### config.mk
export PLATFORM = sky130hd
export DESIGN_NAME = control_sequencer_flat
export DESIGN_NICKNAME = d
export VERILOG_FILES = /design/src/rtl/cpu_ctrl_pkg.sv /design/src/rtl/control_sequencer_if.sv /design/src/rtl/step_counter.sv /design/src/rtl/control_sequencer.sv /design/src/flat_wrapper.sv
export SDC_FILE = /design/constraint.sdc
export NUM_CORES = 1
export LEC_CHECK = 0
export CAP_MARGIN = 25
export CELL_PAD_IN_SITES_DETAIL_PLACEMENT = 0
export CELL_PAD_IN_SITES_GLOBAL_PLACEMENT = 2
export CORE_UTILIZATION = 20
export CTS_CLUSTER_DIAMETER = 120
export DETAILED_ROUTE_END_ITERATION = 8
export PLACE_DENSITY_LB_ADDON = 0.2
export SYNTH_ARGS = -nofsm -noshare
export SYNTH_HDL_FRONTEND = slang
export SYNTH_SLANG_ARGS = --single-unit
### constraint.sdc
create_clock -name clk -period 3.07 [get_ports clk]
set_clock_uncertainty 0.15 [all_clocks]
set_input_delay 0.614 -clock clk [delete_from_list [all_inputs] [get_ports clk]]
set_output_delay 0.614 -clock clk [all_outputs]
set_load 0.01 [all_outputs]
### src/rtl/cpu_ctrl_pkg.sv
// Shared definitions for the microcode sequencer: opcodes, micro-step
// encodings, control-word bit positions and the all-inactive control word.
package cpu_ctrl_pkg;

    localparam int SEQ_STEP_W   = 3;
    localparam int SEQ_OPCODE_W = 4;

    // Micro-step encodings; 5..7 are illegal and recover to T0.
    localparam logic [2:0] T0 = 3'd0;
    localparam logic [2:0] T1 = 3'd1;
    localparam logic [2:0] T2 = 3'd2;
    localparam logic [2:0] T3 = 3'd3;
    localparam logic [2:0] T4 = 3'd4;

    // Opcodes; 0x9..0xD decode as NOP.
    localparam logic [3:0] OP_NOP = 4'h0;
    localparam logic [3:0] OP_LDA = 4'h1;
    localparam logic [3:0] OP_ADD = 4'h2;
    localparam logic [3:0] OP_SUB = 4'h3;
    localparam logic [3:0] OP_STA = 4'h4;
    localparam logic [3:0] OP_LDI = 4'h5;
    localparam logic [3:0] OP_JMP = 4'h6;
    localparam logic [3:0] OP_JC  = 4'h7;
    localparam logic [3:0] OP_JZ  = 4'h8;
    localparam logic [3:0] OP_OUT = 4'hE;
    localparam logic [3:0] OP_HLT = 4'hF;

    // Control-word layout.
    localparam int CW_W = 16;
    typedef logic [CW_W-1:0] cw_t;
    typedef logic [3:0]      cw_idx_t;

    localparam cw_idx_t CW_CE   = 4'd0;
    localparam cw_idx_t CW_CO_N = 4'd1;
    localparam cw_idx_t CW_J_N  = 4'd2;
    localparam cw_idx_t CW_MI_N = 4'd3;
    localparam cw_idx_t CW_RI_N = 4'd4;
    localparam cw_idx_t CW_RO_N = 4'd5;
    localparam cw_idx_t CW_II_N = 4'd6;
    localparam cw_idx_t CW_IO_N = 4'd7;
    localparam cw_idx_t CW_AI_N = 4'd8;
    localparam cw_idx_t CW_AO_N = 4'd9;
    localparam cw_idx_t CW_BI_N = 4'd10;
    localparam cw_idx_t CW_EO_N = 4'd11;
    localparam cw_idx_t CW_SU   = 4'd12;
    localparam cw_idx_t CW_FI_N = 4'd13;
    localparam cw_idx_t CW_OI_N = 4'd14;
    localparam cw_idx_t CW_HLT  = 4'd15;

    // Every strobe at its inactive level: active-low bits high, ce/su/hlt low.
    localparam cw_t CW_INACTIVE = ~((cw_t'(1) << CW_CE) | (cw_t'(1) << CW_SU) |
                                    (cw_t'(1) << CW_HLT));

    // Drive one strobe to its active level, whatever its polarity.
    function automatic cw_t cw_on(input cw_t cw, input cw_idx_t idx);
        cw_t r;
        r      = cw;
        r[idx] = ~CW_INACTIVE[idx];
        return r;
    endfunction

endpackage

### src/rtl/control_sequencer_if.sv
// Bundle between the instruction/flags side and the sequencer's control word.
interface control_sequencer_if;
    import cpu_ctrl_pkg::*;

    logic [SEQ_OPCODE_W-1:0] opcode;
    logic                    carry_flag;
    logic                    zero_flag;
    logic ce, co_n, j_n, mi_n, ri_n, ro_n, ii_n, io_n;
    logic ai_n, ao_n, bi_n, eo_n, su, fi_n, oi_n, hlt;
    logic [SEQ_STEP_W-1:0]   step;

    modport master (
        output opcode, carry_flag, zero_flag,
        input  ce, co_n, j_n, mi_n, ri_n, ro_n, ii_n, io_n,
        input  ai_n, ao_n, bi_n, eo_n, su, fi_n, oi_n, hlt, step
    );

    modport slave (
        input  opcode, carry_flag, zero_flag,
        output ce, co_n, j_n, mi_n, ri_n, ro_n, ii_n, io_n,
        output ai_n, ao_n, bi_n, eo_n, su, fi_n, oi_n, hlt, step
    );

endinterface

### src/rtl/step_counter.sv
// Micro-step counter: advances each clock, restarts after an instruction's
// last step, holds while halted, and falls back to T0 from illegal codes.
module step_counter
    import cpu_ctrl_pkg::*;
#(
    parameter int STEP_W = SEQ_STEP_W
) (
    input  logic              clk,
    input  logic              clr,
    input  logic              restart,
    input  logic              hold,
    output logic [STEP_W-1:0] step
);

    // Step register; illegal recovery outranks hold and restart.
    always_ff @(posedge clk or posedge clr) begin
        if (clr)
            step <= '0;
        else if (step > STEP_W'(T4))
            step <= '0;
        else if (hold)
            step <= step;
        else if (restart)
            step <= '0;
        else
            step <= step + STEP_W'(1);
    end

endmodule

### src/rtl/control_sequencer.sv
// Microcode sequencer: decodes opcode, flags and micro-step into the CPU's
// control word, ending each instruction at its own last step and latching halt.
module control_sequencer
    import cpu_ctrl_pkg::*;
#(
    parameter int STEP_W   = SEQ_STEP_W,
    parameter int OPCODE_W = SEQ_OPCODE_W
) (
    input logic                clk,
    input logic                clr,
    control_sequencer_if.slave bus
);

    logic [STEP_W-1:0]   step_q;
    logic [OPCODE_W-1:0] op;
    logic                halted;
    logic                last_step;
    logic                halt_now;
    cw_t                 cw;

    assign op = bus.opcode;

    step_counter #(.STEP_W(STEP_W)) u_step_counter (
        .clk     (clk),
        .clr     (clr),
        .restart (last_step),
        .hold    (halted | halt_now),
        .step    (step_q)
    );

    // Halted flag: set by HLT in T2, cleared only by clr.
    always_ff @(posedge clk or posedge clr) begin
        if (clr)
            halted <= 1'b0;
        else if (halt_now)
            halted <= 1'b1;
    end

    // Next-state decode: which step closes the current instruction.
    always_comb begin
        last_step = 1'b0;
        halt_now  = 1'b0;
        if (!halted) begin
            case (step_q)
                T2: begin
                    case (op)
                        OP_LDA, OP_ADD, OP_SUB, OP_STA: last_step = 1'b0;
                        OP_HLT:                         halt_now  = 1'b1;
                        default:                        last_step = 1'b1;
                    endcase
                end
                T3: last_step = !(op == OP_ADD || op == OP_SUB);
                T4: last_step = 1'b1;
                default: last_step = 1'b0;
            endcase
        end
    end

    // Output decode: control word from step, halted, opcode and flags.
    always_comb begin
        cw = CW_INACTIVE;
        if (halted) begin
            cw = cw_on(cw, CW_HLT);
        end else begin
            case (step_q)
                T0: begin
                    cw = cw_on(cw, CW_CO_N);
                    cw = cw_on(cw, CW_MI_N);
                end
                T1: begin
                    cw = cw_on(cw, CW_RO_N);
                    cw = cw_on(cw, CW_II_N);
                    cw = cw_on(cw, CW_CE);
                end
                T2: begin
                    case (op)
                        OP_LDA, OP_ADD, OP_SUB, OP_STA: begin
                            cw = cw_on(cw, CW_IO_N);
                            cw = cw_on(cw, CW_MI_N);
                        end
                        OP_LDI: begin
                            cw = cw_on(cw, CW_IO_N);
                            cw = cw_on(cw, CW_AI_N);
                        end
                        OP_JMP, OP_JC, OP_JZ: begin
                            if (op == OP_JMP || (op == OP_JC && bus.carry_flag) ||
                                (op == OP_JZ && bus.zero_flag)) begin
                                cw = cw_on(cw, CW_IO_N);
                                cw = cw_on(cw, CW_J_N);
                            end
                        end
                        OP_OUT: begin
                            cw = cw_on(cw, CW_AO_N);
                            cw = cw_on(cw, CW_OI_N);
                        end
                        OP_HLT:  cw = cw_on(cw, CW_HLT);
                        default: cw = CW_INACTIVE;
                    endcase
                end
                T3: begin
                    case (op)
                        OP_LDA: begin
                            cw = cw_on(cw, CW_RO_N);
                            cw = cw_on(cw, CW_AI_N);
                        end
                        OP_ADD, OP_SUB: begin
                            cw = cw_on(cw, CW_RO_N);
                            cw = cw_on(cw, CW_BI_N);
                        end
                        OP_STA: begin
                            cw = cw_on(cw, CW_AO_N);
                            cw = cw_on(cw, CW_RI_N);
                        end
                        default: cw = CW_INACTIVE;
                    endcase
                end
                T4: begin
                    if (op == OP_ADD || op == OP_SUB) begin
                        cw = cw_on(cw, CW_EO_N);
                        cw = cw_on(cw, CW_AI_N);
                        cw = cw_on(cw, CW_FI_N);
                        if (op == OP_SUB)
                            cw = cw_on(cw, CW_SU);
                    end
                end
                default: cw = CW_INACTIVE;
            endcase
        end
    end

    assign bus.ce   = cw[CW_CE];
    assign bus.co_n = cw[CW_CO_N];
    assign bus.j_n  = cw[CW_J_N];
    assign bus.mi_n = cw[CW_MI_N];
    assign bus.ri_n = cw[CW_RI_N];
    assign bus.ro_n = cw[CW_RO_N];
    assign bus.ii_n = cw[CW_II_N];
    assign bus.io_n = cw[CW_IO_N];
    assign bus.ai_n = cw[CW_AI_N];
    assign bus.ao_n = cw[CW_AO_N];
    assign bus.bi_n = cw[CW_BI_N];
    assign bus.eo_n = cw[CW_EO_N];
    assign bus.su   = cw[CW_SU];
    assign bus.fi_n = cw[CW_FI_N];
    assign bus.oi_n = cw[CW_OI_N];
    assign bus.hlt  = cw[CW_HLT];
    assign bus.step = step_q;

endmodule

### src/flat_wrapper.sv
// flat-port wrapper written by rule: the top's interface ports become plain ports
module control_sequencer_flat import cpu_ctrl_pkg::*;
#(
    parameter int STEP_W   = SEQ_STEP_W,
    parameter int OPCODE_W = SEQ_OPCODE_W
)
  (clk, clr, bus_opcode, bus_carry_flag, bus_zero_flag, bus_ce, bus_co_n, bus_j_n, bus_mi_n, bus_ri_n, bus_ro_n, bus_ii_n, bus_io_n, bus_ai_n, bus_ao_n, bus_bi_n, bus_eo_n, bus_su, bus_fi_n, bus_oi_n, bus_hlt, bus_step);
  control_sequencer_if bus_i ();
  input logic clk;
  input logic clr;
  input wire logic [$bits(bus_i.opcode)-1:0] bus_opcode;
  input wire logic [$bits(bus_i.carry_flag)-1:0] bus_carry_flag;
  input wire logic [$bits(bus_i.zero_flag)-1:0] bus_zero_flag;
  output wire logic [$bits(bus_i.ce)-1:0] bus_ce;
  output wire logic [$bits(bus_i.co_n)-1:0] bus_co_n;
  output wire logic [$bits(bus_i.j_n)-1:0] bus_j_n;
  output wire logic [$bits(bus_i.mi_n)-1:0] bus_mi_n;
  output wire logic [$bits(bus_i.ri_n)-1:0] bus_ri_n;
  output wire logic [$bits(bus_i.ro_n)-1:0] bus_ro_n;
  output wire logic [$bits(bus_i.ii_n)-1:0] bus_ii_n;
  output wire logic [$bits(bus_i.io_n)-1:0] bus_io_n;
  output wire logic [$bits(bus_i.ai_n)-1:0] bus_ai_n;
  output wire logic [$bits(bus_i.ao_n)-1:0] bus_ao_n;
  output wire logic [$bits(bus_i.bi_n)-1:0] bus_bi_n;
  output wire logic [$bits(bus_i.eo_n)-1:0] bus_eo_n;
  output wire logic [$bits(bus_i.su)-1:0] bus_su;
  output wire logic [$bits(bus_i.fi_n)-1:0] bus_fi_n;
  output wire logic [$bits(bus_i.oi_n)-1:0] bus_oi_n;
  output wire logic [$bits(bus_i.hlt)-1:0] bus_hlt;
  output wire logic [$bits(bus_i.step)-1:0] bus_step;
  assign bus_i.opcode = bus_opcode;
  assign bus_i.carry_flag = bus_carry_flag;
  assign bus_i.zero_flag = bus_zero_flag;
  assign bus_ce = bus_i.ce;
  assign bus_co_n = bus_i.co_n;
  assign bus_j_n = bus_i.j_n;
  assign bus_mi_n = bus_i.mi_n;
  assign bus_ri_n = bus_i.ri_n;
  assign bus_ro_n = bus_i.ro_n;
  assign bus_ii_n = bus_i.ii_n;
  assign bus_io_n = bus_i.io_n;
  assign bus_ai_n = bus_i.ai_n;
  assign bus_ao_n = bus_i.ao_n;
  assign bus_bi_n = bus_i.bi_n;
  assign bus_eo_n = bus_i.eo_n;
  assign bus_su = bus_i.su;
  assign bus_fi_n = bus_i.fi_n;
  assign bus_oi_n = bus_i.oi_n;
  assign bus_hlt = bus_i.hlt;
  assign bus_step = bus_i.step;
  control_sequencer #(.STEP_W(STEP_W), .OPCODE_W(OPCODE_W)) u_core (.clk(clk), .clr(clr), .bus(bus_i));
endmodule
==> flow_summary.toml <==
[setup_path]
crit_arrival_ns = 2.18
critPathCaptureType = "primary output"
cp_max_fo = 5
worstSetupPathType = "flop to primary output"
start_kind = "flop"
crit_required_ns = 2.31
reg2reg_depth = 7

[global_route]
grt_pass1_vias = 805
grt_max_degree = 12
overflow = 0
antenna_found_initial = 0
grt_first_pass_wirelength_um = 3553
grt_usage_pct = 14.05

[layout]
fin_area_um2 = 1067
layout-drive-gt1-share_pct = 29.77
final_common_cell = "buf_4"
layout_common_cells = "buf_4, clkdlybuf4s50_1, inv_1, nor2_1"
nets = 146
n_fill_cell = 301
area_delta_synth_final_pct = 81.10
n_antenna_cell = 0

[floorplanning]
initial_core_util_pct = 21.19
std_cell_rows = 19
coreArea_um2 = 2781
die_width_um = 56.28
ios = 27
dieArea_um2 = 3167
die_y_um = 56.28

[timing]
worst_pin_slew_ns = 0.4863
drv_slew = 0
worst_slack_ns = 0.1240
slew_headroom_pct = 67.28
clock.fmax_mhz = 339.4
hold_viol_final = 0
fin_crit_sh_pct = 95.96
setup_violations = 0
fin_crit_ns = 2.946
fin_setup_tns_ns = 0

[yosys]
synth_top_area_share_pct = 16.99
ys_seq_area_share_pct = 16.99
synth_area_leader_cell = "dfrtp_1"
syn-num-nets = 100
syn-cell-area_um2 = 589.3
async_reset_ff_share_pct = 100.0
synth.distinct_cells = 31
yosys_warnings = 0
synthTopCellsByArea = "dfrtp_1, ha_1, inv_1"
synth_edf_count = 0
syn_avg_cell_area_um2 = 6.774
syn_inst = 87
ys_ff_latch = 4
ys.flop_type = "dfrtp_1"

[route]
drc_errors = 0
drt_pass1_iterations = 4
wl_per_cell_um = 12.09
via_count = 777
drtIter0Drc = 7
drt_wl_total_um = 1959
viasPerCell = 4.796
antenna_left = 0

[power_and_ir_drop]
p_seq_share_pct = 12.1
leakagePower_nw = 0.4541
power.clock.fraction_pct = 7.5
finalPower_w = 0.0008521
p_sw_w = 0.0003842
pwr-share-comb_pct = 80.4
power_density_nw_per_um2 = 798.4
p_sw_share_pct = 45.09
ir_drop_mv = 0.4286
p_int_w = 0.0004679

[hold_path]
hold_class = "input port to async pin"

[placement]
pre_cts_ws_ns = -0.2824
placed_cell_area_um2 = 999.7
routabilityCongestion = 0.8717
io_buffers = 26
place.detailed.hpwl_um = 1535

[run]
maxCapViolCount = 0

[status]
status = "finished, final reports clean"

[clocking]
path_clk_slew_ns = 0.04
clkLatencyLatePin_ns = 0.23
hold_buffers = 0
cts_tree = "built"
cts.sinks = 4
cts_buffers = 3
cts.path.max_buffers = 2
htreeDepth = 1
root_buffer = "clkbuf_4"
[Yosys cell counts, drive strengths merged (2+ instances only)]
cell and count:
clkbuf 3, dfrtp 4, or4 2, nand3 5
o31ai 2, o22ai 4, buf 5, inv 13
nor3 5, nor2 7, nand2b 2, nor4 4
nor2b 2, o21ai 5, ha 5, nand2 5
and2 2
[power by group through the flow]
stage | Sequential, W | Combinational (W) | Clock (W)
final | 0.000103 | 0.000685 | 0.0000639
after detailed placement | 0.000103 | 0.000620 | 0
after global routing | 0.000107 | 0.000770 | 0.0000700
after floorplan | 0.000115 | 0.000304 | 0
after global placement | 0.000101 | 0.000628 | 0
after CTS | 0.000101 | 0.000655 | 0.0000676
[cell type report]
| type | instances | area [um^2] | share of cell area, % |
|---|---|---|---|
| Inverter | 13 | 48.80 | 4.572 |
| Tap cell | 31 | 38.79 | 3.634 |
| Timing Repair Buffer | 49 | 409.1 | 38.34 |
| Sequential cell | 4 | 100.1 | 9.379 |
| Multi-Input combinational cell | 62 | 447.9 | 41.97 |
| Clock buffer | 3 | 22.52 | 2.110 |
[cells by family after synthesis]
| kind of cell | Yosys count | synth area share [%] |
|---|---|---|
| buffers and inverters | 21 | 14.86 |
| adder cells (fa/ha/maj) | 5 | 10.62 |
| flip-flops | 4 | 16.99 |
| AO/OA/AOI/OAI | 21 | 24.63 |
| AND/OR/NAND/NOR | 36 | 32.91 |
[sequential cells by signal, indices dropped and copies added (netlist names)]
| signal | cells |
|---|---|
| u_core.halted | 1 |
| u_core.u_step_counter.step | 3 |
[repair_timing]
item,4_1_cts,5_1_grt
buffers inserted,3,0
gates resized for setup,11,14
endpoints found under the setup margin,12,8
pin swaps,0,1
[critical path, cell delays in order (launching register included)]
cell and delay (ns):
dfrtp_1 0.40, inv_1 0.08, ha_1 0.26, a2111oi_4 0.34, o2111ai_1 0.18, a31o_1 0.22, clkdlybuf4s50_1 0.48
[layer usage]
metal | up-vias | part of all wire (%) | global-route usage [%]
met4 | 0 | 0 | 5.226
met5 | - | 0 | 0
met1 | 367 | 47 | 17.56
met3 | 0 | 2.8 | 1.613
li1 | 395 | - | -
met2 | 15 | 50 | 24.66
[stage by stage]
| step | util (%) | hold slack [ns] | instances |
|---|---|---|---|
| 4_1_cts | 37.56 | 0.4056 | 162 |
| 6_report | 38.37 | 0.4126 | 162 |
| 3_3_place_gp | 35.94 | 0.4151 | 156 |
| 2_1_floorplan | - | 0.2301 | 87 |
| 5_1_grt | 38.37 | 0.4314 | 162 |
| 3_5_place_dp | 35.94 | 0.4303 | 156 |
[final timing paths]
kind	startpoint	end	slack (ns)
worst max-delay path	u_core.u_step_counter.step[1]	bus_j_n	0.12
worst min-delay path	clr	u_core.u_step_counter.step[1]	0.41
worst max register to register	u_core.u_step_counter.step[0]	u_core.u_step_counter.step[1]	1.33
worst min register to register	u_core.u_step_counter.step[1]	u_core.u_step_counter.step[1]	0.48
max in group asynchronous	clr	u_core.u_step_counter.step[2]	2.21
min in group clk	u_core.u_step_counter.step[1]	u_core.u_step_counter.step[1]	0.48
(Power assumes the default switching activity.)
